### src/rtl/spr_search_sched_pkg.sv
// Shared types and widths for the SPR search scheduler.
// One search unit is time-shared across R/G/B.
package spr_search_sched_pkg;

  localparam int PIX_W  = 10;
  localparam int IDX_W  = 5;
  localparam int LOW_W  = 8;
  localparam int HIGH_W = 9;
  localparam int LINE_W = 12;

  typedef enum logic [2:0] {
    ST_IDLE  = 3'd0,
    ST_ISS_R = 3'd1,
    ST_ISS_G = 3'd2,
    ST_ISS_B = 3'd3,
    ST_DRAIN = 3'd4,
    ST_HOLD  = 3'd5
  } state_e;

  function automatic logic [PIX_W-1:0] chan(
    input logic [3*PIX_W-1:0] rgb,
    input int unsigned        c
  );
    return rgb[c*PIX_W +: PIX_W];
  endfunction

endpackage

### src/rtl/spr_search_sched.sv
// Sequences one shared search unit over R, G, B of a pixel
// and packs the three results for the SPR interpolator.
module spr_search_sched
  import spr_search_sched_pkg::*;
(
  input  logic                  clk,
  input  logic                  rst_n,
  input  logic                  i_hs,
  input  logic                  i_vs,
  input  logic                  in_valid,
  output logic                  in_ready,
  input  logic [3*PIX_W-1:0]    in_rgb,
  output logic                  srch_en,
  output logic [PIX_W-1:0]      srch_pix,
  output logic                  srch_hs,
  output logic                  srch_vs,
  input  logic [IDX_W-1:0]      srch_idx,
  input  logic [LOW_W-1:0]      srch_low,
  input  logic [HIGH_W-1:0]     srch_high,
  output logic                  out_valid,
  input  logic                  out_ready,
  output logic [3*IDX_W-1:0]    out_idx,
  output logic [3*LOW_W-1:0]    out_low,
  output logic [3*HIGH_W-1:0]   out_high,
  output logic [3*PIX_W-1:0]    out_pix,
  output logic [LINE_W-1:0]     out_x,
  output logic                  abort
);

  state_e               state_q, state_d;
  logic [3*PIX_W-1:0]   pix_q, pix_d;
  logic [3*IDX_W-1:0]   idx_q, idx_d;
  logic [3*LOW_W-1:0]   low_q, low_d;
  logic [3*HIGH_W-1:0]  high_q, high_d;
  logic [LINE_W-1:0]    x_q, x_d;
  logic                 abort_q, abort_d;
  logic                 blank;
  logic                 ok;
  logic                 pop;

  assign blank = ~(i_hs & i_vs);
  assign ok    = ~blank & rst_n;
  assign pop   = (state_q == ST_HOLD) & out_ready;

  assign srch_hs   = i_hs;
  assign srch_vs   = i_vs;
  assign out_valid = (state_q == ST_HOLD);
  assign out_idx   = idx_q;
  assign out_low   = low_q;
  assign out_high  = high_q;
  assign out_pix   = pix_q;
  assign out_x     = x_q;
  assign abort     = abort_q;

  // Next state, channel mux to the search unit, result capture demux
  always_comb begin
    state_d  = state_q;
    pix_d    = pix_q;
    idx_d    = idx_q;
    low_d    = low_q;
    high_d   = high_q;
    in_ready = 1'b0;
    srch_en  = 1'b0;
    srch_pix = '0;
    unique case (state_q)
      ST_IDLE: begin
        in_ready = ok;
        if (in_valid & ok) begin
          pix_d   = in_rgb;
          state_d = ST_ISS_R;
        end
      end
      ST_ISS_R: begin
        srch_en  = ~blank;
        srch_pix = chan(pix_q, 0);
        state_d  = ST_ISS_G;
      end
      ST_ISS_G: begin
        srch_en  = ~blank;
        srch_pix = chan(pix_q, 1);
        idx_d[0*IDX_W +: IDX_W]    = srch_idx;
        low_d[0*LOW_W +: LOW_W]    = srch_low;
        high_d[0*HIGH_W +: HIGH_W] = srch_high;
        state_d  = ST_ISS_B;
      end
      ST_ISS_B: begin
        srch_en  = ~blank;
        srch_pix = chan(pix_q, 2);
        idx_d[1*IDX_W +: IDX_W]    = srch_idx;
        low_d[1*LOW_W +: LOW_W]    = srch_low;
        high_d[1*HIGH_W +: HIGH_W] = srch_high;
        state_d  = ST_DRAIN;
      end
      ST_DRAIN: begin
        idx_d[2*IDX_W +: IDX_W]    = srch_idx;
        low_d[2*LOW_W +: LOW_W]    = srch_low;
        high_d[2*HIGH_W +: HIGH_W] = srch_high;
        state_d  = ST_HOLD;
      end
      ST_HOLD: begin
        in_ready = out_ready & ok;
        if (pop) begin
          state_d = ST_IDLE;
          if (in_valid & ok) begin
            pix_d   = in_rgb;
            state_d = ST_ISS_R;
          end
        end
      end
      default: state_d = ST_IDLE;
    endcase
    if (blank) state_d = ST_IDLE;
  end

  // Abort flag and line position bookkeeping
  always_comb begin
    abort_d = blank & (state_q != ST_IDLE) & ~pop;
    x_d     = x_q;
    if (pop)        x_d = x_q + 1'b1;
    else if (!i_hs) x_d = '0;
  end

  // State and datapath registers
  always_ff @(posedge clk or negedge rst_n) begin
    if (!rst_n) begin
      state_q <= ST_IDLE;
      pix_q   <= '0;
      idx_q   <= '0;
      low_q   <= '0;
      high_q  <= '0;
      x_q     <= '0;
      abort_q <= 1'b0;
    end else begin
      state_q <= state_d;
      pix_q   <= pix_d;
      idx_q   <= idx_d;
      low_q   <= low_d;
      high_q  <= high_d;
      x_q     <= x_d;
      abort_q <= abort_d;
    end
  end

endmodule
### config.mk
export PLATFORM = sky130hd
export DESIGN_NAME = spr_search_sched
export DESIGN_NICKNAME = d
export VERILOG_FILES = /design/src/rtl/spr_search_sched_pkg.sv /design/src/rtl/spr_search_sched.sv
export SDC_FILE = /design/constraint.sdc
export NUM_CORES = 1
export LEC_CHECK = 0
export ABC_AREA = 1
export BUFFER_PORTS_ARGS = -buffer_cell sky130_fd_sc_hd__buf_2
export CORE_MARGIN = 2
export CORE_UTILIZATION = 35
export CTS_CLUSTER_SIZE = 12
export DETAILED_ROUTE_END_ITERATION = 7
export SLEW_MARGIN = 5
export SYNTH_ARGS = -nofsm -noshare
export SYNTH_HDL_FRONTEND = slang
export SYNTH_SLANG_ARGS = --single-unit
export TNS_END_PERCENT = 50
### constraint.sdc
create_clock -name clk -period 1.8 [get_ports clk]
set_input_delay 0.09 -clock clk [delete_from_list [all_inputs] [get_ports clk]]
set_output_delay 0.09 -clock clk [all_outputs]
set_load 0.01 [all_outputs]
* After elaboration in Yosys (flattened, before gate mapping)
Index checks and enable logic that the tools add are counted.
** Word-level totals
- Output and inout port bits :: 124
- Bits of input ports :: 58
- Register bits :: 112
- Logic and storage cells :: 51
** Operators by class
- Add/sub/neg operators :: 1
- Mux-type cells :: 13
- Bitwise operators :: 9
- Eq/ne operators :: 9
- Reductions and logical operators :: 6
** Operators by type and width (count)
- $mux 30 :: 2
- $pmux 30 s2 :: 1
- $pmux 10 s3 :: 1
- $mux 12 :: 2
- $pmux 3 s6 :: 1
- $add 12x1->12 const B :: 1
- $mux 3 :: 3
- $and 1x1->1 :: 7
- $eq 3x2->1 const B :: 2
- $eq 3x3->1 const B :: 2
- $ne 3x3->1 const B :: 2
- $ne 2x1->1 const B :: 2
- $reduce_and 2->1 :: 2
- $eq 3x1->1 const B :: 1
- $logic_not 3->1 :: 1
- $reduce_bool 3->1 :: 1
- $reduce_or 3->1 :: 1
- $mux 1 :: 2
- $not 1->1 :: 2
- $pmux 1 s2 :: 1
- $reduce_bool 2->1 :: 1

* Longest topological paths before layout
- Depth after elaboration :: 7
- Depth in mapped cells :: 8
- Depth with buffers taken out :: 8

* Least setup slack after synthesis
OpenSTA, ideal clock, no wires.
- Path kind :: register to output
- Start :: reg state_q[0]
- End :: out in_ready
- Stages on the path, launching flop included :: 8
- Buffers on the path :: 2
- Data required time :: 1.710 ns
- Path slack :: 0.454 ns
- Arrival time :: 1.256 ns
- Cell sequence :: dfrtp_1 > buf_2 > nor2_2 > inv_2 > o21ai_4 > buf_2 > inv_2 > nor2_1
** On the way
- Cells in the longest elaborated chain, start to end :: 2
- Elaborated cells between the ends (all ways) :: 3
- Classes of those cells :: 1 x eq/ne; 1 x mux; 1 x reduce/logical
** Ends and longest elaborated chain
- from (decl) :: line spr_search_sched.sv:30 : state_e state_q, state_d;
- from (signal assigned) :: line spr_search_sched.sv:134 : state_q <= state_d;
- $eq 3x3->1 / $logic_not 3->1 (equally long branches) :: line spr_search_sched.sv:65 : unique case (state_q)
- $pmux 1 s2 (*) :: line spr_search_sched.sv:65
- to (decl) :: line spr_search_sched.sv:11 : output logic in_ready,
Every way passes the cells marked *; elsewhere a longest branch is shown, timed or not.

* Worst setup path in the final report
Same ends and word-level chain as after synthesis.

==> summary.md <==
| Metric | Value |
|---|---|
| Critical path required time | 1.71 ns |
| Worst Tran Pin Value | 0.653 ns |
| Setup CP Type | reg -> out |
| Final WS setup | 0.0378 ns |
| Cell Area, Synth | 4740 um^2 |
| Io pins | 182 |
| Number of port buffers | 181 |
| Commonest non-fill, non-tap cells in the layout | buf_2 (180), nand2_1 (176), dfrtp_1 (110) |
| Sequential area share after synthesis | 59.1% |
| Slew Limit Fails | 0 |
| Met1 usage | 24.7% |
| Ranking of synthesized cells by area | dfrtp_1 (59%), nand2_1 (14%), o21ai_0 (6.6%), inv_1 (5.1%), nand3_1 (4.7%) |
| Max Freq | 567 MHz |
| Clock Sinks | 112 |
| Post-synth cell types | 24 |
| CTS tree | done |
| Final ANT Viol Nets | 0 |
| H-Tree Depth | 3 |
| Most Crowded Layer GR | met2 |
| Post-DP Area | 5840 um^2 |
| Final Critical Period | 1.76 ns |
| Initial Utilization | 35.8% |
| Max clock buf depth | 2 |
| Pwr per Cell Area | 1090 nW/um^2 |
| Final period utilization | 97.9% |
| Die ar. | 14,500 um^2 |
| Die Y | 120 um |
| Overall Global Routing Usage | 18.8% |
| Filler cells | 1,315 |
| CTS Buf Count | 9 |
| Gpl congestion | 0.845 |
| Num rows | 42 |
| Syn nets | 606 |
| Largest area contributor in the synthesized netlist | dfrtp_1 |
| First-pass GRT wire length | 21,600 um |
| Hold Path Class | in -> reg |
| Ys Warns | 0 |
| Largest net degree at the start of global routing | 53 |
| Clk_lat worst skew | 0.35 ns |
| Clock slew at reported path FFs | 0.08 ns |
| Status | complete, no violations |
| Arrival @ worst endpoint | 1.67 ns |
| DP HPWL | 9450 um |
| Syn-to-layout area delta | 37.3% |
| Via count | 4,327 |
| Share of cells above drive strength 1 | 29.3% |
| Worst hold path cell count | 3 |
| Antenna Cells | 0 |
| Finished layout cell area | 6520 um^2 |
| Yosys reg bits | 112 |
| Vias in the first global route | 4,277 |
| GRT overflow | 0 |
| Final #Nets | 816 |
| Mean Syn Cell Area | 8.67 um^2 |
| Die Wd | 120 um |
| Worst reg2reg path depth | 7 |
| Max Cap Viol | 0 |
| # DRC | 0 |
| RSZ-0062 raised after global routing | yes |
| TritonRoute pass-1 iters | 4 |
| DR iter-0 viols | 290 |
| Peak supply drop | 0.586 mV |
| DR WL/cell | 14.1 um |
| Skew final | 0.00944 ns |
| Gate Count Post-Synth | 547 |
| Hold WS | 0.0202 ns |
| P_leak | 3.59 nW |
| Crit start category | flop |
| Grt met3 use | 2.50% |
| Endpoints failing hold | 0 |
| Core region area | 13,200 um^2 |
| Initial antenna violation count | 0 |
| Share of the synthesized area in the top cell type | 59.1% |
| DRT Wirelength | 13,200 um |
| Crit Path Max Fanout | 16 |
| Critical Path End Type | output pin |
| Rel. slew slack | 56.5% |
| Dpl ws | 0.332 ns |
| R2r setup slk | 0.36 ns |
| Met2 global-route usage | 31.5% |
| Root Driver | clkbuf_16 |
| Vias per cell | 4.62 |
| Final setup viols | 0 |
| Most common cell after layout, fill and taps aside | buf_2 |
-- critical path: stages, from the launching register on --
cell and delay, ns:
dfrtp_2 0.48, nor2_4 0.16, inv_2 0.06, o21ai_4 0.18, buf_12 0.17, inv_2 0.03
nor2_1 0.10, buf_2 0.14
-- stage by stage --
| stage | power (mW) | std cells | util [%] | TNS [ns] |
|---|---|---|---|---|
| after CTS | 7.20 | 936 | 49.0 | 0 |
| after floorplan | 4.24 | 547 | - | 0 |
| after detailed placement | 5.20 | 887 | 44.1 | 0 |
| after global placement | 5.14 | 887 | 44.1 | 0 |
| final | 7.10 | 937 | 49.2 | 0 |
| after global routing | 7.54 | 937 | 49.2 | -0.0171 |
-- synthesized netlist by cell type --
cell	count
buf_4	3
nand2_1	176
o21ai_1	10
nor2_2	2
o21bai_1	2
o221ai_1	10
inv_2	5
a31oi_1	1
nand3_2	2
nor2_1	15
nor3_1	2
o21ai_0	63
o21ai_4	1
inv_1	64
dfrtp_1	112
o21a_1	1
ha_1	1
buf_1	1
nand4_4	1
a21oi_1	6
clkbuf_1	10
buf_2	13
nand3_1	45
o31ai_1	1
-- cell families after synthesis --
logic type	Yosys count	share of synthesized area, %
buffers and inverters	96	8.18
flip-flops	112	59.1
adder cells (fa/ha/maj)	1	0.264
AO/OA/AOI/OAI	95	11.3
AND/OR/NAND/NOR	243	21.2
-- metal layers --
layer  vias to the layer above  wire [um]
met2                       125       6580
met3                        19        531
met5                         -          0
met4                         0        267
li1                       2159          -
met1                      2024       5850
-- state kept, by name, indices dropped and copies added, names as in the netlist --
register and count:
abort 1, out_high 27, out_idx 15, out_low 24, out_pix 30, out_x 12
state_q 3
-- final timing paths --
path | start | to
worst max register to register | state_q[0]$_DFFE_PN0P_ | out_pix[16]$_DFFE_PN0P_
worst min-delay path | srch_idx[3] | out_idx[3]$_DFFE_PN0N_
max in group asynchronous | rst_n | state_q[0]$_DFFE_PN0P_
worst max-delay path | state_q[0]$_DFFE_PN0P_ | in_ready
min in group asynchronous | rst_n | out_x[8]$_DFFE_PN0P_
worst min register to register | out_low[2]$_DFFE_PN0N_ | out_low[2]$_DFFE_PN0N_
-- final cells by class --
class | instances | area, um^2 | area share, %
Inverter | 69 | 262 | 4.01
Timing Repair Buffer | 226 | 1380 | 21.1
Tap cell | 176 | 220 | 3.38
Clock inverter | 5 | 40.0 | 0.615
Multi-Input combinational cell | 339 | 1570 | 24.1
Sequential cell | 112 | 2810 | 43.1
Clock buffer | 10 | 239 | 3.67
-- power breakdown --
part           internal [mW]  switching [mW]  leakage (nW)
sequential              3.07           0.370          1.33
combinational          0.764           0.997          2.13
clock                  0.982           0.920         0.133
-- what timing repair did --
action,CTS,global route
gates cloned,1,0
setup buffers,1,1
hold buffers,32,0
resized for setup,2,4
setup endpoints to repair,1,11
hold endpoints to repair,43,0
Note: power is estimated with default switching activity, not from simulation.
